===== src/rtl/pos_to_quadrant.sv =====
// Maps a 10-bit pixel coordinate pair to the grid cell holding it, one register stage.
// Each axis is an independent constant divider: bit slice for power-of-two cells, compare chain otherwise.

module pos_to_quadrant_axis #(
  parameter int unsigned CELL = 64,
  parameter int unsigned GRID = 10
) (
  input  logic [9:0] pos,
  output logic [3:0] idx
);
  localparam int unsigned LIMIT  = CELL * GRID;
  localparam bit          IS_POW2 = ((CELL & (CELL - 1)) == 0);
  localparam int unsigned SH     = $clog2(CELL);

  logic [31:0] pos_w;
  logic [3:0]  raw;
  logic        oor;

  // Thresholds and range check are evaluated at 32 bits so no product can overflow.
  assign pos_w = {22'd0, pos};
  assign oor   = (pos_w >= LIMIT);

  if (IS_POW2) begin : g_slice
    assign raw = 4'(pos >> SH);
  end else begin : g_chain
    always_comb begin
      raw = 4'd0;
      for (int unsigned k = 1; k < GRID; k++) begin
        if (pos_w >= k * CELL) raw = raw + 4'd1;
      end
    end
  end

  // Truncated index only meaningful in range; out-of-range forces the F marker.
  assign idx = oor ? 4'hF : raw;
endmodule

module pos_to_quadrant #(
  parameter int unsigned CELL_W    = 64,
  parameter int unsigned CELL_H    = 48,
  parameter int unsigned GRID_COLS = 10,
  parameter int unsigned GRID_ROWS = 10
) (
  input  logic       clk_in,
  input  logic       rst_n,
  input  logic [9:0] pos_x,
  input  logic [9:0] pos_y,
  output logic [3:0] cell_x,
  output logic [3:0] cell_y,
  output logic       in_grid
);
  logic [3:0] cell_x_d, cell_y_d, cell_x_q, cell_y_q;
  logic       in_grid_d, in_grid_q;

  pos_to_quadrant_axis #(.CELL(CELL_W), .GRID(GRID_COLS)) u_ax_x (
    .pos (pos_x),
    .idx (cell_x_d)
  );

  pos_to_quadrant_axis #(.CELL(CELL_H), .GRID(GRID_ROWS)) u_ax_y (
    .pos (pos_y),
    .idx (cell_y_d)
  );

  assign in_grid_d = (cell_x_d != 4'hF) && (cell_y_d != 4'hF);

  always_ff @(posedge clk_in or negedge rst_n) begin
    if (!rst_n) begin
      cell_x_q  <= 4'd0;
      cell_y_q  <= 4'd0;
      in_grid_q <= 1'b0;
    end else begin
      cell_x_q  <= cell_x_d;
      cell_y_q  <= cell_y_d;
      in_grid_q <= in_grid_d;
    end
  end

  assign cell_x  = cell_x_q;
  assign cell_y  = cell_y_q;
  assign in_grid = in_grid_q;
endmodule


===== config.mk =====
export PLATFORM = sky130hd
export DESIGN_NAME = pos_to_quadrant
export DESIGN_NICKNAME = d
export VERILOG_FILES = /design/src/rtl/pos_to_quadrant.sv
export SDC_FILE = /design/constraint.sdc
export NUM_CORES = 1
export LEC_CHECK = 0
export CAP_MARGIN = 25
export CORE_ASPECT_RATIO = 0.9
export CORE_UTILIZATION = 44
export DETAILED_ROUTE_END_ITERATION = 12
export PLACE_DENSITY = 0.74
export SLEW_MARGIN = 30
export SYNTH_ARGS = -nofsm -noshare
export SYNTH_HDL_FRONTEND = slang
export SYNTH_HIERARCHICAL = 1
export SYNTH_SLANG_ARGS = --single-unit

===== constraint.sdc =====
create_clock -name clk_in -period 0.8 [get_ports clk_in]
set_input_delay 0.2 -clock clk_in [delete_from_list [all_inputs] [get_ports clk_in]]
set_output_delay 0.2 -clock clk_in [all_outputs]
set_load 0.05 [all_outputs]

; Yosys cells after proc, flatten, opt, wreduce, memory -nomap -nowiden
; Index checks and enable logic that the tools add are counted.
[word_totals]
ff_bits = 9
input_bits = 22
out_inout_bits = 9
[op_classes]
n_addsub = 8
eq_ne = 2
n_lt_le_gt_ge = 11
mux = 11
reduce_logical = 1
[op_table]
columns = operator, count
row1 = $ge A10 B9 Y1 const B, 5
row2 = $mux W4, 10
row3 = $ge A10 B8 Y1 const B, 3
row4 = $add A4 B1 Y4 const B, 7
row5 = $ge A10 B10 Y1 const B, 1
row6 = $ge A10 B6 Y1 const B, 1
row7 = $ge A10 B7 Y1 const B, 1
row8 = $ne A4 B4 Y1 const B, 2
row9 = $add A1 B1 Y2 const B, 1
row10 = $logic_and A1 B1 Y1, 1
row11 = $mux W1, 1

; Logic depth before layout (Yosys ltp)
[depth]
depth_word = 21
mapped_depth = 27
ltp_nobuf = 25

; By module
; Netlist, hierarchy kept.
[by_module_without_submodules]
columns = mod, instances, seq_area_each_um2, cells_each, area_each_um2
row1 = pos_to_quadrant_axis (u_ax_y), 1, 0.0, 133, 929.6
row2 = pos_to_quadrant, 1, 225.2, 11, 250.2
row3 = pos_to_quadrant_axis (u_ax_x), 1, 0.0, 5, 30.0

; Worst setup path after synthesis
; Ideal clock, no wire load.
[synth_path]
path_kind = input to register
from = in pos_y[9]
to = reg in_grid_q (netlist: in_grid)
n_path_buf = 2
path_stages = 23
arrival_ns = 4.440
setup_slack_ns = -3.780
setup_ns = 0.141
required_ns = 0.659
cell_sequence = buf_2 > or2_2 > nor2_1 > and2_1 > ha_1 > clkbuf_1 > nor3_1 > a211oi_1 > ha_1 > nand2_1 > or3_1 > nand3_1 > inv_1 > ha_1 > nand2b_1 > a211oi_1 > nor3b_1 > ha_1 > xor2_1 > nor4b_4 > xnor3_1 > nand2_1 > a41oi_2
[synth_between]
elab_chain_cells = 21
[synth_lines]
columns = element, line
row1 = "start, declared", 47  ; input logic [9:0] pos_y,
row2 = $ge A10 B6 Y1, 29  ; if (pos_w >= k * CELL) raw = raw + 4'd1;
row3 = $mux W1, 29
row4 = $add A1 B1 Y2, 29
row5 = $mux W4, 29
row6 = $add A4 B1 Y4, 29
row7 = $mux W4, 29
row8 = $add A4 B1 Y4, 29
row9 = $mux W4, 29
row10 = (+7 left out), -
row11 = $mux W4, 29
row12 = $add A4 B1 Y4, 29
row13 = $mux W4, 29
row14 = $mux W4 *, 35  ; assign idx = oor ? 4'hF : raw;
row15 = net cell_y_d[3], 52  ; logic [3:0] cell_x_d, cell_y_d, cell_x_q, cell_y_q;
row16 = $ne A4 B4 Y1 *, 65  ; assign in_grid_d = (cell_x_d != 4'hF) && (cell_y_d != 4'hF);
row17 = $logic_and A1 B1 Y1 *, 65
row18 = net in_grid_d, 53  ; logic in_grid_d, in_grid_q;
row19 = "end signal, assigned", 75  ; in_grid_q <= in_grid_d;
row20 = "end, declared", 53
; Mark *: on every way through the listed nets, which the timed path passes. The rest lies on a longest branch.

; Worst setup path in the final report
[layout_path]
from = in pos_y[8]
to = reg in_grid_q (netlist: in_grid)
; The elaborated chain is that of the path after synthesis.

==> results.py <==
metrics = {
    "pwr": {
        "clkPwrFrac": 0.097,
        "switching_share": 0.437,
        "power.density_nw_per_um2": 1770,
        "leakage_nw": 0.998,
        "seq_power_share": 0.159,
        "p_switching_mw": 1.73,
        "combPwrFrac": 0.744,
        "power.internal_mw": 2.23,
        "ir_drop_v": 0.00118,
    },
    "finish": {
        "fillerInstances": 106,
        "post-route-util": 0.886,
        "drive_gt1_frac": 0.567,
        "seq_area_sq_um": 225,
        "areaGrowthSynthToFinish_pct": 85.3,
        "fin_area_sq_um": 2240,
        "multi_input_area_sq_um": 1160,
        "antenna_cells": 0,
        "fin_nets": 255,
    },
    "sta": {
        "setup_violations": 14,
        "rsz0062_at_grt": "yes",
        "fmax_mhz": 241,
        "slew_viol_final": 0,
        "fin_crit_ps": 4150,
        "worst_slew_pin_slew_ps": 545,
        "fin_setup_tns_ps": -16570,
        "fin_ws_ps": -3350,
        "period_share": 5.19,
        "report.final.hold_viol_count": 0,
        "relSlewSlack": 0.632,
    },
    "critical_path": {
        "crit_type": "input pin to register",
        "cp.arrival_ps": 4280,
        "worstSetupStartpoint": "pos_y[8]",
        "crit_path_end_kind": "register",
        "crit_path_end": "in_grid$_DFF_PN0_",
        "cp_common_cell": "nand2_2",
        "crit_cells": 22,
        "path_delay_family": "simple AND/OR/NAND/NOR gates",
        "cp_num_buf_inv": 3,
        "slowest_delay_ps": 420,
        "crit_required_ps": 930,
        "path_cells": "buf_6 > or2_4 > nor2_4 > and2_4 > inv_2 > ha_4 > nor3b_4 > inv_1 > ha_1 > nand2_2 > or3_4 > a31oi_4 > a21oi_2 > ha_2 > o21ai_2 > xor2_1 > xnor3_2 > xor2_2 > nor4b_4 > xnor3_1 > nand2_2 > a41oi_2",
        "worst-path-max-fanout": 3,
        "crit_path_top_delay_cell": "or3_4",
        "start_kind": "input pin",
    },
    "synth": {
        "synthSimpleGateAreaFrac": 0.246,
        "synth-edff-count": 0,
        "async_flop_share": 1.00,
        "ys.flop_type": "dfrtp_1",
        "synthAdderAreaFrac": 0.0827,
        "synth_area_leader_cell": "dfrtp_1",
        "yosys_warnings": 6,
        "syn_inst": 149,
        "synth-compound-area-share": 0.255,
        "synth_area_sq_um": 1210,
        "synth_cell_types": 50,
        "synth_mux_area_frac": 0.0248,
        "synth_top_family_by_area": "compound AO/OA/AOI/OAI gates",
        "synth_fp_nets": 179,
        "ys_seq_area_frac": 0.186,
        "synth-seq-cells": 9,
        "synthXorXnorAreaFrac": 0.140,
        "yosys-top-cells-area": "dfrtp_1 (19%), ha_1 (8.3%), xnor2_1 (8.0%), nand2_1 (5.3%), a21oi_1 (3.3%)",
        "synth_top_area_frac": 0.186,
        "syn_area_per_cell_sq_um": 8.12,
    },
    "grt": {
        "grt_max_degree": 16,
        "grt-ovfl-total": 0,
        "grtUsageTotal": 0.378,
        "antenna_found_initial": 0,
        "grt_pass1_wl_um": 8310,
        "grt_pass1_vias": 1631,
    },
    "die": {
        "fp.dieArea_sq_um": 2960,
        "die_x_um": 57.3,
        "core_sq_um": 2530,
        "initial_core_util": 0.478,
        "io_pins": 31,
        "rows": 17,
        "die_h_um": 51.8,
    },
    "place": {
        "dp_hpwl_um": 3060,
        "port-buffer-count": 20,
        "gp_congestion": 0.970,
        "place_area_sq_um": 1940,
    },
    "detailed_routing": {
        "drtIter0Drc": 165,
        "viasPerCell": 6.43,
        "antenna_left": 0,
        "wl_per_cell_um": 23.0,
        "finalWirelength_um": 5800,
        "remaining_drc_errors": 2,
        "num_vias": 1620,
        "dr.pass1.iters": 9,
    },
    "outcome": {
        "violations": "DRC, setup timing",
        "status": "complete, but fails checks",
    },
    "clock_tree": {
        "numCtsBuffers": 3,
        "htreeDepth": 1,
        "cts_tree": "yes",
        "clock-sinks": 9,
        "clkTransAtPathRegs_ps": 70,
        "clockBufferDepth": 2,
        "root_buffer": "clkbuf_4",
    },
    "worst_hold_path": {
        "holdCritPathClass": "input pin to asynchronous set/reset pin",
    },
    "flow_run": {
        "maxCapViolCount": 0,
    },
}
-- synthesized netlist by cell type (2+ instances only) --
library cell	n
xor2_1	3
or2_2	3
nor2_1	7
dfrtp_1	9
inv_1	6
buf_2	3
nand3b_1	2
o21a_1	2
nor3b_1	2
and2_1	3
nand4_1	2
nand2b_1	3
mux2i_1	3
a211o_1	2
a41oi_1	2
ha_1	8
a21oi_1	8
nand2_1	17
o21ai_0	4
a21o_1	3
nor2b_1	2
nand3_1	2
clkbuf_1	7
nor4_1	2
xnor2_1	11
a211oi_1	3
nor3_1	3
a31oi_1	3
o211ai_1	3
-- registers in the layout (all words and copies together) (netlist names) --
signal   cells
cell_x       4
cell_y       4
in_grid      1
-- layout by cell type (no fill, tap or decap), types with 3 or more instances in the layout --
cell type / count
buf_6: 3
a21oi_1: 3
buf_12: 10
xnor2_2: 3
buf_4: 60
clkbuf_4: 3
xnor2_1: 8
dfrtp_1: 9
dlygate4sd2_1: 3
inv_2: 4
inv_1: 3
mux2i_1: 3
a21o_1: 3
nand2_1: 12
nor2_1: 6
nand2_2: 5
ha_4: 4
o211ai_1: 3
a21oi_2: 5
-- power groups by stage --
stage | clock, mW | sequential, mW | combinational (mW)
after floorplan | 0 | 0.902 | 1.06
after global placement | 0 | 0.628 | 2.32
after detailed placement | 0 | 0.634 | 2.42
after CTS | 0.357 | 0.625 | 2.61
after global routing | 0.414 | 0.644 | 3.09
final | 0.384 | 0.631 | 2.95
-- timing repair --
item                                    CTS  global route
hold buffers                              0             0
gates resized for setup                  42            21
setup buffers                            10             2
pin swaps                                25            29
endpoints found under the setup margin   15            16
-- area by class of cell --
type                            count  share of cell area
Tap cell                           28              0.0156
Inverter                            7              0.0117
Sequential cell                     9               0.100
Multi-Input combinational cell    122               0.517
Clock buffer                        4              0.0117
Timing Repair Buffer               82               0.343
-- cells by family (layout without fill, tap and decap cells) --
| kind of cell | Yosys count | after routing |
|---|---|---|
| AND/OR/NAND/NOR | 53 | 53 |
| AO/OA/AOI/OAI | 42 | 42 |
| buffers and inverters | 18 | 93 |
| XOR/XNOR | 16 | 16 |
| flip-flops | 9 | 9 |
| adder cells (fa/ha/maj) | 8 | 8 |
| multiplexers | 3 | 3 |
-- per-stage QoR --
step	total power, mW	hold slack, ps	setup slack (ps)	cells
2_1_floorplan	1.96	-95.6	-3390	149
3_3_place_gp	2.95	532	-3780	238
3_5_place_dp	3.05	533	-4010	238
4_1_cts	3.60	260	-3250	251
5_1_grt	4.14	245	-3480	252
6_report	3.96	257	-3350	252
-- worst min-delay path by stage --
stage / cells past startpoint / endpoint / from
6_report: 2 / cell_y[0]$_DFF_PN0_ / rst_n
5_1_grt: 2 / cell_y[0]$_DFF_PN0_ / rst_n
3_5_place_dp: 2 / cell_y[3]$_DFF_PN0_ / rst_n
3_3_place_gp: 2 / cell_x[3]$_DFF_PN0_ / rst_n
2_1_floorplan: 0 / cell_x[0]$_DFF_PN0_ / rst_n
4_1_cts: 2 / cell_y[3]$_DFF_PN0_ / rst_n
-- layer usage --
layer | routed length [um] | global-route usage
met5 | 0 | 0
met4 | 362 | 0.203
met3 | 482 | 0.0846
met2 | 2800 | 0.635
met1 | 2160 | 0.451
Note: power is estimated with default switching activity, not from simulation.
